**src/rtl/imem_port_arbiter.sv**
```systemverilog
// imem_port_arbiter: shares one single-port instruction memory between IF fetch and the loader.
// Optional exclusive loader lock is enabled by defining IMEM_ARB_LOCK_EN.
module imem_port_arbiter #(
  parameter int MEM_BYTES = 128,
  parameter int MAX_WAIT  = 4
) (
  input  logic        clk,
  input  logic        rst_n,
  input  logic        fetch_req,
  input  logic [31:0] fetch_addr,
  output logic        fetch_gnt,
  output logic        fetch_valid,
  output logic [31:0] fetch_data,
  output logic        fetch_err,
  input  logic        ld_req,
  input  logic [31:0] ld_addr,
  input  logic [31:0] ld_wdata,
  input  logic        ld_lock,
  output logic        ld_gnt,
  output logic        ld_done,
  output logic        mem_en,
  output logic        mem_we,
  output logic [31:0] mem_addr,
  output logic [31:0] mem_wdata,
  input  logic [31:0] mem_rdata
);
  localparam int          CW        = $clog2(MAX_WAIT + 1);
  localparam logic [31:0] LAST_WORD = 32'(MEM_BYTES - 4);

  logic [CW-1:0] r_wait_cnt;
  logic          r_mem_en, r_mem_we, r_ld_done;
  logic [31:0]   r_mem_addr, r_mem_wdata;
  logic          r_rd_pend, r_rd_err, r_fetch_valid, r_fetch_err;
  logic [31:0]   r_fetch_hold;
  logic          w_force_ld, w_lock, w_fetch_ok, w_ld_ok;

`ifdef IMEM_ARB_LOCK_EN
  assign w_lock = ld_lock && ld_req;
`else
  logic w_unused_lock;
  assign w_unused_lock = ld_lock;
  assign w_lock        = 1'b0;
`endif

  assign w_force_ld = ld_req && (r_wait_cnt == CW'(MAX_WAIT));
  assign w_fetch_ok = (fetch_addr[1:0] == 2'b00) && (fetch_addr <= LAST_WORD);
  assign w_ld_ok    = (ld_addr[1:0] == 2'b00) && (ld_addr <= LAST_WORD);

  // Loader wins when forced, locked, or fetch is idle; otherwise fetch has priority.
  assign ld_gnt    = rst_n && ld_req && (w_force_ld || w_lock || !fetch_req);
  assign fetch_gnt = rst_n && fetch_req && !(w_force_ld || w_lock);

  assign mem_en      = r_mem_en;
  assign mem_we      = r_mem_we;
  assign mem_addr    = r_mem_addr;
  assign mem_wdata   = r_mem_wdata;
  assign ld_done     = r_ld_done;
  assign fetch_valid = r_fetch_valid;
  assign fetch_err   = r_fetch_err;
  // Read data only exists during the response cycle, so it is passed through then and held after.
  assign fetch_data  = r_fetch_valid ? (r_fetch_err ? 32'h0 : mem_rdata) : r_fetch_hold;

  always_ff @(posedge clk or negedge rst_n) begin
    if (!rst_n) begin
      r_wait_cnt    <= '0;
      r_mem_en      <= 1'b0;
      r_mem_we      <= 1'b0;
      r_mem_addr    <= 32'h0;
      r_mem_wdata   <= 32'h0;
      r_ld_done     <= 1'b0;
      r_rd_pend     <= 1'b0;
      r_rd_err      <= 1'b0;
      r_fetch_valid <= 1'b0;
      r_fetch_err   <= 1'b0;
      r_fetch_hold  <= 32'h0;
    end else begin
      if (!ld_req || ld_gnt)
        r_wait_cnt <= '0;
      else if (r_wait_cnt != CW'(MAX_WAIT))
        r_wait_cnt <= r_wait_cnt + CW'(1);

      r_mem_en  <= (fetch_gnt && w_fetch_ok) || (ld_gnt && w_ld_ok);
      r_mem_we  <= ld_gnt;
      r_ld_done <= ld_gnt;
      if (fetch_gnt)
        r_mem_addr <= fetch_addr;
      else if (ld_gnt)
        r_mem_addr <= ld_addr;
      if (ld_gnt)
        r_mem_wdata <= ld_wdata;

      r_rd_pend     <= fetch_gnt;
      r_rd_err      <= fetch_gnt && !w_fetch_ok;
      r_fetch_valid <= r_rd_pend;
      r_fetch_err   <= r_rd_err;
      if (r_fetch_valid)
        r_fetch_hold <= fetch_data;
    end
  end
endmodule

```
**config.mk**
```make
export PLATFORM = sky130hd
export DESIGN_NAME = imem_port_arbiter
export DESIGN_NICKNAME = d
export VERILOG_FILES = /design/src/rtl/imem_port_arbiter.sv
export SDC_FILE = /design/constraint.sdc
export NUM_CORES = 1
export LEC_CHECK = 0
export BUFFER_PORTS_ARGS = -buffer_cell sky130_fd_sc_hd__buf_2
export CAP_MARGIN = 20
export CELL_PAD_IN_SITES_DETAIL_PLACEMENT = 0
export CELL_PAD_IN_SITES_GLOBAL_PLACEMENT = 2
export CORE_MARGIN = 2
export CORE_UTILIZATION = 26
export DETAILED_ROUTE_END_ITERATION = 8
export PLACE_DENSITY_LB_ADDON = 0.1
export SYNTH_ARGS = -nofsm -noshare
export SYNTH_HDL_FRONTEND = slang
export SYNTH_SLANG_ARGS = --single-unit
```
**constraint.sdc**
```tcl
create_clock -name clk -period 1.9 [get_ports clk]
set_input_delay 0.095 -clock clk [delete_from_list [all_inputs] [get_ports clk]]
set_output_delay 0.095 -clock clk [all_outputs]
set_load 0.005 [all_outputs]
```
======== Word-level counts from Yosys, hierarchy flattened ========
Cells that the tools add are included.
word-level totals
  input port bits ......................... 133
  bits in registers ....................... 105
  logic and storage cells ................. 42
operators by class
  reductions and logical operators ........ 21
  add/subtract/negate cells ............... 1
  equal/unequal tests ..................... 2
  muxes and demuxes ....................... 6
  magnitude comparators ................... 2
operators with widths
  cell                 count
  $mux 32              4
  $le 32x7->1 const B  2
  $logic_and 1x1->1    10
  $mux 3               2
  $logic_not 1->1      4
  $logic_not 2->1      2
  $reduce_bool 2->1    2
  $add 3x1->3 const B  1
  $eq 3x3->1 const B   1
  $logic_or 1x1->1     3
  $ne 3x3->1 const B   1

======== Longest topological paths before layout ========
  depth in word-level cells ............... 6
  depth in mapped cells ................... 8

======== Worst setup path before layout ========
No wires, ideal clock.
  kind .................................... register -> register
  start ................................... register r_wait_cnt[0]
  end ..................................... register r_mem_wdata[10] (netlist: mem_wdata[10])
  cell stages (with the launch flop) ...... 7
  path buffers ............................ 1
  arrival ................................. 1500 ps
  setup slack ............................. 275 ps
  path through ............................ dfrtp_1 -> inv_1 -> ha_1 -> nand2_2 -> a21oi_4 -> buf_4 -> mux2_2
on the way
  word-level cells in the longest chain between the ends .. 4
ends and longest elaborated chain
  element                   RTL line  text
  start: declaration        30        logic [CW-1:0] r_wait_cnt;
  start signal: assignment  80        r_wait_cnt <= r_wait_cnt + CW'(1);
  $eq 3x3->1                45        assign w_force_ld = ld_req && (r_wait_cnt == CW'(MAX_WAIT));
  $logic_and 1x1->1         45
  $logic_or 1x1->1          50        assign ld_gnt = rst_n && ld_req && (w_force_ld || w_lock || !fetch_req);
  $logic_and 1x1->1         50
  end signal: assignment    90        r_mem_wdata <= ld_wdata;
  end: declaration          32        logic [31:0] r_mem_addr, r_mem_wdata;
Every way passes these cells.
A chain may end at the register's enable or synchronous reset.

======== Worst setup path after layout ========
  start ................................... register r_wait_cnt[1]
  end ..................................... register r_mem_wdata[16] (netlist: mem_wdata[16])
Same word-level chain as after synthesis.

==> results.sh <==
export IMPL_rrSetupSlack_ns=0.14
export IMPL_fin_skew_ns=0.00392
export IMPL_cp_max_fo=11
export IMPL_finalWirelength_mm=14.4
export IMPL_synthDistinctLibCells=28
export IMPL_grt_ovfl_total=0
export IMPL_p_seq_share_pct=45.8
export IMPL_drive_gt1_share_pct=40.6
export IMPL_endpoint_kind="register"
export IMPL_nets=882
export IMPL_rr_worst_depth=7
export IMPL_final_common_cell="buf_2"
export IMPL_status="complete, no violations"
export IMPL_syn_to_final_growth_pct=66.5
export IMPL_fillers=1636
export IMPL_detail_route_wl_per_cell_um=14.8
export IMPL_ys_warn_count=0
export IMPL_grt_pass1_wl_mm=22.4
export IMPL_clock_root_buffer="clkbuf_16"
export IMPL_yosys_most_used_dff="dfrtp_1"
export IMPL_synthArstFlopShare_pct=100
export IMPL_synthTopCellsByArea="dfrtp_1, mux2_2, o21ai_0"
export IMPL_clk_path_buf_depth=2
export IMPL_design_area_mm2=0.00738
export IMPL_ys_seq_area_share_pct=59.3
export IMPL_layout_cells_most_common_list="buf_2, dlygate4sd3_1, dfrtp_1, o21ai_0, inv_1"
export IMPL_power_switching_mw=1.54
export IMPL_path_common_cell="buf_12"
export IMPL_detailroute_via_count=4343
export IMPL_hold_path_end="mem_addr[15]$_DFFE_PN0P_"
export IMPL_h_tree_depth=3
export IMPL_cp_arrival_ns=1.98
export IMPL_grt_pass1_vias=4425
export IMPL_cp_cell_sequence="inv_1 > ha_4 > nand2_4 > a21oi_4 > buf_12 > buf_12 > mux2_2"
export IMPL_r2r_start="r_wait_cnt[1]$_DFFE_PN0P_"
export IMPL_antenna_found_initial=1
export IMPL_reg2reg_to="mem_wdata[16]$_DFFE_PN0P_"
export IMPL_die_x_um=135
export IMPL_synthesis_instances=397
export IMPL_track_usage_pct=15.7
export IMPL_clk_pin_slew_ns=0.07
export IMPL_finalCriticalPeriod_ns=1.76
export IMPL_ys_ff_latch=105
export IMPL_insertedDiodeCount=0
export IMPL_synth_edff_count=0
export IMPL_coreArea_mm2=0.0166
export IMPL_route_detailed_drc=0
export IMPL_rsz0062_at_grt="no"
export IMPL_dr_pass1_iters=5
export IMPL_powerDensity_mw_per_mm2=799
export IMPL_drv_cap=0
export IMPL_grt_max_degree=80
export IMPL_clock_sinks=105
export IMPL_p_int_mw=4.36
export IMPL_fin_total_pwr_mw=5.90
export IMPL_post_synth_top_area_fraction_pct=59.3
export IMPL_max_stage_delay_ns=0.40
export IMPL_clkLatencyLatePin_ns=0.34
export IMPL_maxSlewHeadroom_pct=38.1
export IMPL_multiInputGateArea_mm2=0.00144
export IMPL_drtIter0Drc=302
export IMPL_setup_violations_final=0
export IMPL_p_comb_share_pct=22.8
export IMPL_syn_avg_cell_area_um2=11.2
export IMPL_dieArea_mm2=0.0181
export IMPL_dpl_hpwl_mm=9.87
export IMPL_synth_nets=532
export IMPL_fin_crit_sh_pct=92.6
export IMPL_seq_area_mm2=0.00263
export IMPL_cts_tree="done"
export IMPL_numCtsBuffers=9
export IMPL_switching_share_pct=26.0
export IMPL_via_per_inst=4.47
export IMPL_postPlaceCellArea_mm2=0.00585
export IMPL_clkPwrFrac_pct=31.4
export IMPL_ir_drop_uv=402
export IMPL_die_y_um=135
export IMPL_holdCritStartpoint="ld_addr[15]"
export IMPL_tightestPinTransition_ns=0.928
export IMPL_tns_ns=0
export IMPL_num_rows=47
export IMPL_place_gp_congestion=0.781
export IMPL_drv_slew=0
export IMPL_finalHoldViolCount=0
export IMPL_worstSetupPathType="reg -> reg"
export IMPL_ios=236
export IMPL_holdCritPathClass="in -> reg"
export IMPL_holdPathStages=3
export IMPL_initial_core_util_pct=26.6
export IMPL_cp_required_ns=2.12
export IMPL_slowest_stage="dfrtp_1"
export IMPL_drtAntennaViolNets=0
export IMPL_synth_area_leader_cell="dfrtp_1"
export IMPL_synth_area_mm2=0.00443
export IMPL_leakage_nw=3.74
export IMPL_numPortBuffers=234
export IMPL_start_kind="register"
export IMPL_max_freq_mhz=569
[how the worst max path moves through the flow]
stage,from,endpoint,slack [ns],cells past startpoint
after floorplan,r_wait_cnt[0]$_DFFE_PN0P_,mem_wdata[10]$_DFFE_PN0P_,0.28,6
after global placement,r_wait_cnt[0]$_DFFE_PN0P_,mem_wdata[22]$_DFFE_PN0P_,0.10,6
after detailed placement,r_wait_cnt[0]$_DFFE_PN0P_,mem_wdata[17]$_DFFE_PN0P_,0.05,6
after CTS,r_wait_cnt[0]$_DFFE_PN0P_,ld_gnt,0.007,6
after global routing,r_wait_cnt[1]$_DFFE_PN0P_,mem_addr[15]$_DFFE_PN0P_,0.03,8
final,r_wait_cnt[1]$_DFFE_PN0P_,mem_wdata[16]$_DFFE_PN0P_,0.14,7
[flip-flops by register name, indices dropped and copies added (netlist names)]
register / count
r_fetch_hold: 32
r_wait_cnt: 3
mem_addr: 32
mem_wdata: 32
r_rd_pend: 1
fetch_valid: 1
ld_done: 1
fetch_err: 1
r_rd_err: 1
mem_en: 1
[final cells by class]
cell class	count	share of cell area, %
Multi-Input combinational cell	202	19.5
Sequential cell	105	35.6
Timing Repair Buffer	363	33.9
Inverter	66	3.35
Clock buffer	13	3.39
Clock inverter	3	0.542
Tap cell	220	3.73
[cell usage after synthesis, drive strengths merged (2+ instances only)]
library cell    n
clkbuf          9
nand3           3
buf            15
nor2            2
ha              2
nor2b           3
o21ai          67
and4            2
a222oi         32
inv            66
nand2          35
mux2           32
dfrtp         105
nor4           12
nor3            3
[what timing repair did]
action                     4_1_cts  5_1_grt
setup endpoints to repair        1        2
pin swaps                        0        2
buffers inserted                 0        6
gates cloned                     0        1
resized for setup                2        5
hold endpoints to repair       117        0
hold buffers                   110        0
[layer usage]
metal  track usage, %  part of all wire, %  wire length, um
met5                0                0.090               13
met3             4.35                  7.6             1100
met4             5.67                  1.3              182
met1             19.9                   43             6210
met2             25.9                   48             6880
[power groups by stage]
stage,logic (mW),clock network (mW),registers (mW)
after floorplan,0.472,0,2.76
after global placement,1.13,0,2.73
after detailed placement,1.15,0,2.74
after CTS,1.33,1.95,2.70
after global routing,1.50,2.04,2.74
final,1.34,1.85,2.70
[per-stage QoR]
stage	worst slack, ns	hold slack [ns]	instances	util [%]
4_1_cts	0.00721	0.00171	964	43.6
5_1_grt	0.0277	0.0197	972	44.4
3_3_place_gp	0.105	-0.0988	838	35.2
2_1_floorplan	0.275	-0.201	397	-
6_report	0.142	0.0145	972	44.4
3_5_place_dp	0.0470	-0.0957	838	35.2
[worst max-delay path, delay by kind of cell, from the launching register on]
kind | cells | cell delay, ns
AO/OA/AOI/OAI | 1 | 0.28
adder cells (fa/ha/maj) | 1 | 0.17
buffers and inverters | 3 | 0.39
multiplexers | 1 | 0.32
AND/OR/NAND/NOR | 1 | 0.08
flip-flops | 1 | 0.40
[kinds of logic after synthesis]
group	Yosys count	share of synthesized area (%)
buffers and inverters	90	8.83
AO/OA/AOI/OAI	103	16.0
adder cells (fa/ha/maj)	2	0.564
AND/OR/NAND/NOR	64	6.97
flip-flops	105	59.3
multiplexers	33	8.35
(Power assumes the default switching activity.)
